===== config.mk =====
export PLATFORM = sky130hd
export DESIGN_NAME = nes_clock_gen
export DESIGN_NICKNAME = d
export VERILOG_FILES = /design/src/rtl/nes_timing_pkg.sv /design/src/rtl/clock_div.sv /design/src/rtl/nes_clock_gen.sv
export SDC_FILE = /design/constraint.sdc
export NUM_CORES = 1
export LEC_CHECK = 0
export BUFFER_PORTS_ARGS = -buffer_cell sky130_fd_sc_hd__buf_2
export CORE_MARGIN = 2
export CORE_UTILIZATION = 30
export CTS_CLUSTER_SIZE = 14
export DETAILED_ROUTE_END_ITERATION = 7
export MAX_ROUTING_LAYER = met4
export REMOVE_ABC_BUFFERS = 1
export SETUP_SLACK_MARGIN = 0.5
export SYNTH_ARGS = -nofsm -noshare
export SYNTH_HDL_FRONTEND = slang
export SYNTH_SLANG_ARGS = --single-unit

===== constraint.sdc =====
create_clock -name clock -period 5.81 [get_ports clock]
set_clock_uncertainty 0.05 [all_clocks]
set_input_delay 1.162 -clock clock [delete_from_list [all_inputs] [get_ports clock]]
set_output_delay 1.162 -clock clock [all_outputs]
set_load 0.02 [all_outputs]

===== src/rtl/nes_timing_pkg.sv =====
// Shared NES timing constants: master-clock cycles per PPU, CPU and APU tick.
// NTSC ratios: the PPU runs at master/4 and the CPU at master/12.
package nes_timing_pkg;

  localparam int MASTER_PER_PPU = 4;
  localparam int MASTER_PER_CPU = 12;
  localparam int MASTER_PER_APU = 24;

  // Whether a divider chain ratio is usable: the slow clock must land on fast ticks.
  function automatic bit div_compatible(input int fast_div, input int slow_div);
    return (fast_div >= 2) && (slow_div >= fast_div) && ((slow_div % fast_div) == 0);
  endfunction

endpackage


===== src/rtl/clock_div.sv =====
// Free-running modulo-DIV counter producing a one-cycle clock enable on its last count.
// The enable is decoded from the registered count, so it never glitches within a period.
module clock_div #(
  parameter int DIV = 4
) (
  input  logic clk,
  input  logic rst_n,
  output logic clk_en
);

  localparam int W = (DIV < 2) ? 1 : $clog2(DIV);
  localparam logic [W-1:0] LAST = W'(DIV - 1);

  generate
    if (DIV < 2) begin : g_bad_div
      $error("clock_div: DIV must be at least 2");
    end
  endgenerate

  logic [W-1:0] cnt;
  logic [W-1:0] cnt_next;

  // Next count wraps to zero after the last count.
  always_comb begin
    cnt_next = cnt + W'(1);
    if (cnt == LAST) begin
      cnt_next = '0;
    end else begin
      cnt_next = cnt + W'(1);
    end
  end

  // Divider count register.
  always_ff @(posedge clk or negedge rst_n) begin
    if (!rst_n) begin
      cnt <= '0;
    end else begin
      cnt <= cnt_next;
    end
  end

  assign clk_en = (cnt == LAST);

endmodule


===== src/rtl/nes_clock_gen.sv =====
// NES master-clock timing generator: PPU/CPU/APU enables, cycle counters, CPU parity
// and the CPU-core enable that is held off while OAM-DMA suspends the CPU.
module nes_clock_gen
  import nes_timing_pkg::*;
#(
  parameter int PPU_DIV = MASTER_PER_PPU,
  parameter int CPU_DIV = MASTER_PER_CPU,
  parameter int APU_DIV = MASTER_PER_APU,
  parameter int CNT_W   = 64
) (
  input  logic             clock,
  input  logic             reset_n,
  input  logic             cpu_sus,
  output logic             ppu_clk_en,
  output logic             cpu_clk_en,
  output logic             apu_clk_en,
  output logic             core_clk_en,
  output logic [CNT_W-1:0] ppu_cycle,
  output logic [CNT_W-1:0] cpu_cycle,
  output logic             cpu_cyc_par
);

  generate
    if (PPU_DIV < 2) begin : g_bad_ppu
      $error("nes_clock_gen: PPU_DIV must be at least 2");
    end
    if (!div_compatible(PPU_DIV, CPU_DIV)) begin : g_bad_cpu
      $error("nes_clock_gen: CPU_DIV must be a multiple of PPU_DIV");
    end
    if (!div_compatible(CPU_DIV, APU_DIV)) begin : g_bad_apu
      $error("nes_clock_gen: APU_DIV must be a multiple of CPU_DIV");
    end
    if (CNT_W < 1) begin : g_bad_cnt
      $error("nes_clock_gen: CNT_W must be at least 1");
    end
  endgenerate

  // All three dividers share one reset, which keeps their pulses phase-aligned.
  clock_div #(.DIV(PPU_DIV)) u_ppu_div (
    .clk    (clock),
    .rst_n  (reset_n),
    .clk_en (ppu_clk_en)
  );

  clock_div #(.DIV(CPU_DIV)) u_cpu_div (
    .clk    (clock),
    .rst_n  (reset_n),
    .clk_en (cpu_clk_en)
  );

  clock_div #(.DIV(APU_DIV)) u_apu_div (
    .clk    (clock),
    .rst_n  (reset_n),
    .clk_en (apu_clk_en)
  );

  logic [CNT_W-1:0] ppu_cycle_next;
  logic [CNT_W-1:0] cpu_cycle_next;

  // Counters advance on the edge that closes their enable period; wrap is natural.
  always_comb begin
    ppu_cycle_next = ppu_cycle;
    cpu_cycle_next = cpu_cycle;
    if (ppu_clk_en) begin
      ppu_cycle_next = ppu_cycle + CNT_W'(1);
    end else begin
      ppu_cycle_next = ppu_cycle;
    end
    if (cpu_clk_en) begin
      cpu_cycle_next = cpu_cycle + CNT_W'(1);
    end else begin
      cpu_cycle_next = cpu_cycle;
    end
  end

  // Cycle counter registers; the CPU count keeps running during DMA suspension.
  always_ff @(posedge clock or negedge reset_n) begin
    if (!reset_n) begin
      ppu_cycle <= '0;
      cpu_cycle <= '0;
    end else begin
      ppu_cycle <= ppu_cycle_next;
      cpu_cycle <= cpu_cycle_next;
    end
  end

  assign core_clk_en = cpu_clk_en & ~cpu_sus;
  assign cpu_cyc_par = cpu_cycle[0];

endmodule


After elaboration in Yosys (flattened, before gate mapping)
Cells that the tools add are included.
- add/sub/neg operators: 5
- equality and inequality tests: 3
- muxes and demuxes: 3
- bitwise operators: 2
- operators with widths (kind ; number):
    $add 64x1->64 const B ; 2
    $add 5x1->5 const B ; 1
    $eq 5x5->1 const B ; 1
    $mux 5 ; 1
    $add 4x1->4 const B ; 1
    $eq 4x4->1 const B ; 1
    $mux 4 ; 1
    $add 2x1->2 const B ; 1
    $eq 2x2->1 const B ; 1
    $mux 2 ; 1
    $and 1x1->1 ; 1
    $not 1->1 ; 1
- bits in registers: 139
- input port bits: 3
- logic and storage cells: 18

Logic depth before layout (Yosys ltp)
- word-level depth: 2
- gate-level depth with buffers: 7
- gate-level depth less buffers: 7

By module
Synthesis repeated with hierarchy kept, for this count alone.
- cells, all modules: 612
- area, all modules: 6548.8 um2
- modules (own cells, without submodules) (module ; instances ; cells an instance ; area an instance (um2)):
    nes_clock_gen ; 1 ; 579 ; 6085.8
    clock_div (u_apu_div) ; 1 ; 15 ; 216.5
    clock_div (u_cpu_div) ; 1 ; 14 ; 180.2
    clock_div (u_ppu_div) ; 1 ; 4 ; 66.3

Worst setup path after synthesis
OpenSTA, ideal clock, no wires.
- path kind: input to output
- start: input cpu_sus
- end: output core_clk_en
- arrival time: 1.455 ns
- data required time: 4.598 ns
- path slack: 3.143 ns
- stages on the path: 1
- path through: nor2_1
- longest elaborated chain between the ends: 2
- RTL lines (item ; RTL line ; source):
    start, declared ; nes_clock_gen.sv:13 ; input logic cpu_sus,
    $not 1->1 ; nes_clock_gen.sv:87 ; assign core_clk_en = cpu_clk_en & ~cpu_sus;
    $and 1x1->1 ; nes_clock_gen.sv:87 ;
    end, declared ; nes_clock_gen.sv:17 ; output logic core_clk_en,
No other way between the ends.

Worst setup path after layout
- start: register u_cpu_div.cnt[0]
- end: output cpu_clk_en
- longest elaborated chain between the ends: 1
- RTL lines (item ; RTL line ; source):
    start, declared ; clock_div.sv:20 ; logic [W-1:0] cnt;
    start signal, assigned ; clock_div.sv:38 ; cnt <= cnt_next;
    $eq 4x4->1 ; clock_div.sv:42 ; assign clk_en = (cnt == LAST);
    end, declared ; nes_clock_gen.sv:15 ; output logic cpu_clk_en,
No other way between the ends.

==> results_dict.tcl <==
set metrics [dict create \
    dr.first_iter.drc_count 336 \
    die_area_sq_um 23400 \
    async_flop_share 1.00 \
    fin_area_sq_um 8290 \
    wl_per_cell_um 15.7 \
    cp_max_fo 9 \
    regArea_sq_um 3480 \
    coreArea_sq_um 21800 \
    post_dp_cell_area_sq_um 7650 \
    ys.flop_type "dfrtp_1" \
    max_stage_delay_ns 0.37 \
    yosysTopAreaCellShare 0.523 \
    drv_cap 0 \
    ant_nets 0 \
    cts_resized 0 \
    synthTopCellsByArea "dfrtp_1, xnor2_1, xor2_1" \
    yosysSeqAreaShare 0.523 \
    post_synth_instance_area_sq_um 6650 \
    root_buffer "clkbuf_16" \
    cts_sinks 139 \
    post_layout_nonfiller_instances 1058 \
    whs_ns 0.377 \
    worstPathRequired_ns 4.60 \
    routed_wl_mm 16.6 \
    crit_family "buffers and inverters" \
    arrival_ns 1.73 \
    ioPinCount 136 \
    diodes 0 \
    ir_drop_mv 0.159 \
    worst_pin_slew_ns 0.859 \
    dpl.hpwl_mm 12.2 \
    worstSetupPathType "reg2out" \
    postCtsSetupRepairBufs 0 \
    period_share 0.507 \
    cts_tree "yes" \
    grt_first_pass_wirelength_mm 27.9 \
    multi_input_area_sq_um 3060 \
    dp.cells 1026 \
    die_width_um 153 \
    start_kind "flop" \
    grt_setup_unrepaired "false" \
    cts_made_buffers 17 \
    grt_pass1_vias 5159 \
    min_path_type "reg2reg" \
    num_rows 54 \
    ys.warnings.count 0 \
    tns_ns 0 \
    clk_latency_ns 0.42 \
    yosysTopAreaCell "dfrtp_1" \
    antenna_found_initial 0 \
    postSynthAreaPerCell_sq_um 10.8 \
    first_pass_iters 4 \
    h-tree-depth 4 \
    synth_edf_count 0 \
    grt_max_degree 56 \
    globalRouteTotalUtil 0.152 \
    layout.nets 773 \
    areaGrowthSynthToFinish_pct 24.8 \
    drc 0 \
    p_leak_uw 0.00419 \
    start_util 0.305 \
    ys_seq_elements 139 \
    path_cells "ha_1, nand3b_4, inv_1, buf_2" \
    maxSlewViolCount 0 \
    hold_viol 0 \
    n_fill_cell 2224 \
    rrSetupSlack_ns 3.10 \
    cts_buffer_depth 2 \
    drive_gt1_frac 0.249 \
    die_h_um 153 \
    via_count 5125 \
    end_kind "output port" \
    cts-hold-fix-buffers 0 \
    slew_headroom 0.422 \
    fmax_ghz 0.339 \
    period_needed_ns 2.95 \
    setup_viol 0 \
    gp_congestion 0.783 \
    slowest_stage "dfrtp_1" \
    path_buf_inv 2 \
    p_per_area_nw_per_um2 261 \
    ys_types 37 \
    vias_per_cell 4.84 \
    synthCells 617 \
    grt-ovfl-total 0 \
    portBuffers 135 \
    clk_pin_slew_worst_paths_ns 0.06 \
    outcome "finished clean" \
]
## cells in the mapped netlist, types with 2 or more instances
cell type and count:
nor4_1 17, xnor2_1 72, clkbuf_1 4, mux2_2 2, o21ai_0 2, or2_2 2
dfrtp_1 139, nor3b_2 3, and2_1 3, nand2b_1 3, nor4_4 4, ha_1 5
nor4b_4 2, nand4_1 51, nor2_1 45, nor3_1 33, and4_1 8, or3_1 3
xor2_1 56, nand3_1 54, and3_1 16, nand2_1 54, buf_4 2, inv_1 18
nor4_2 4, nand4_2 4
## cells in the final DEF (no fill, tap or decap), types with 2 or more instances in the layout
cell type	n
mux2_2	2
buf_4	2
ha_1	5
nand2_1	54
and3_1	16
clkbuf_16	17
nor3b_2	3
clkinvlp_4	2
and4_1	8
nor2_1	45
nor4_1	17
nand4_2	4
nor4_4	4
and2_1	3
xnor2_1	72
nand2b_1	3
nand3_1	54
nand4_1	51
o21ai_0	2
nor3_1	33
nor4_2	4
dfrtp_1	139
clkinv_4	3
or3_1	3
inv_6	4
buf_2	134
or2_2	2
inv_1	18
nor4b_4	2
xor2_1	56
bufinv_16	4
## registers in the layout, summed over array words and instances, names as in the netlist
signal / count
cpu_cycle: 64
u_apu_div.cnt: 5
u_ppu_div.cnt: 2
ppu_cycle: 64
u_cpu_div.cnt: 4
## cells by family (layout without fill, tap and decap cells)
logic type / after synthesis / in the layout / share of synthesized area
AO/OA/AOI/OAI: 4 / 4 / 0.00377
multiplexers: 2 / 2 / 0.00339
flip-flops: 139 / 139 / 0.523
buffers and inverters: 26 / 187 / 0.0160
XOR/XNOR: 128 / 128 / 0.169
adder cells (fa/ha/maj): 5 / 5 / 0.00941
AND/OR/NAND/NOR: 313 / 313 / 0.275
## stage by stage
stage / util / total power [uW] / worst slack [ns]
after floorplan: - / 986 / 3.14
after global placement: 0.352 / 1010 / 3.08
after detailed placement: 0.352 / 1010 / 3.09
after CTS: 0.381 / 2200 / 2.79
after global routing: 0.381 / 2240 / 2.73
final: 0.381 / 2170 / 2.86
## cell type report
cell class,instances,share of cell area
well taps,280,0.0422
multi-input cells,452,0.369
clock inverters,15,0.0256
inverters,18,0.00815
repair buffers,137,0.0840
flip-flops and latches,139,0.419
clock buffers,17,0.0513
## final timing paths
kind	start	end	depth (start not counted)
worst max-delay path	u_cpu_div.cnt[0]	cpu_clk_en	4
worst min-delay path	u_ppu_div.cnt[0]	u_ppu_div.cnt[0]	1
worst max register to register	cpu_cycle[0]	cpu_cycle[58]	6
worst min register to register	u_ppu_div.cnt[0]	u_ppu_div.cnt[0]	1
max in group asynchronous	reset_n	u_ppu_div.cnt[0]	2
min in group asynchronous	reset_n	cpu_cycle[22]	1
## layer usage
layer | GRT usage | share of wire | vias to the layer above | wire [um]
li1 | - | - | 2478 | -
met1 | 0.196 | 0.46 | 2519 | 7680
met2 | 0.228 | 0.46 | 109 | 7680
met3 | 0.0411 | 0.057 | 19 | 950
met4 | 0.0569 | 0.017 | 0 | 276
met5 | - | 0 | - | 0
## where the power goes
part	switching, uW	total [uW]	internal (uW)
logic	19.1	20.9	1.77
clock network	450	1180	728
registers	0	968	968
Note: power is estimated with default switching activity, not from simulation.
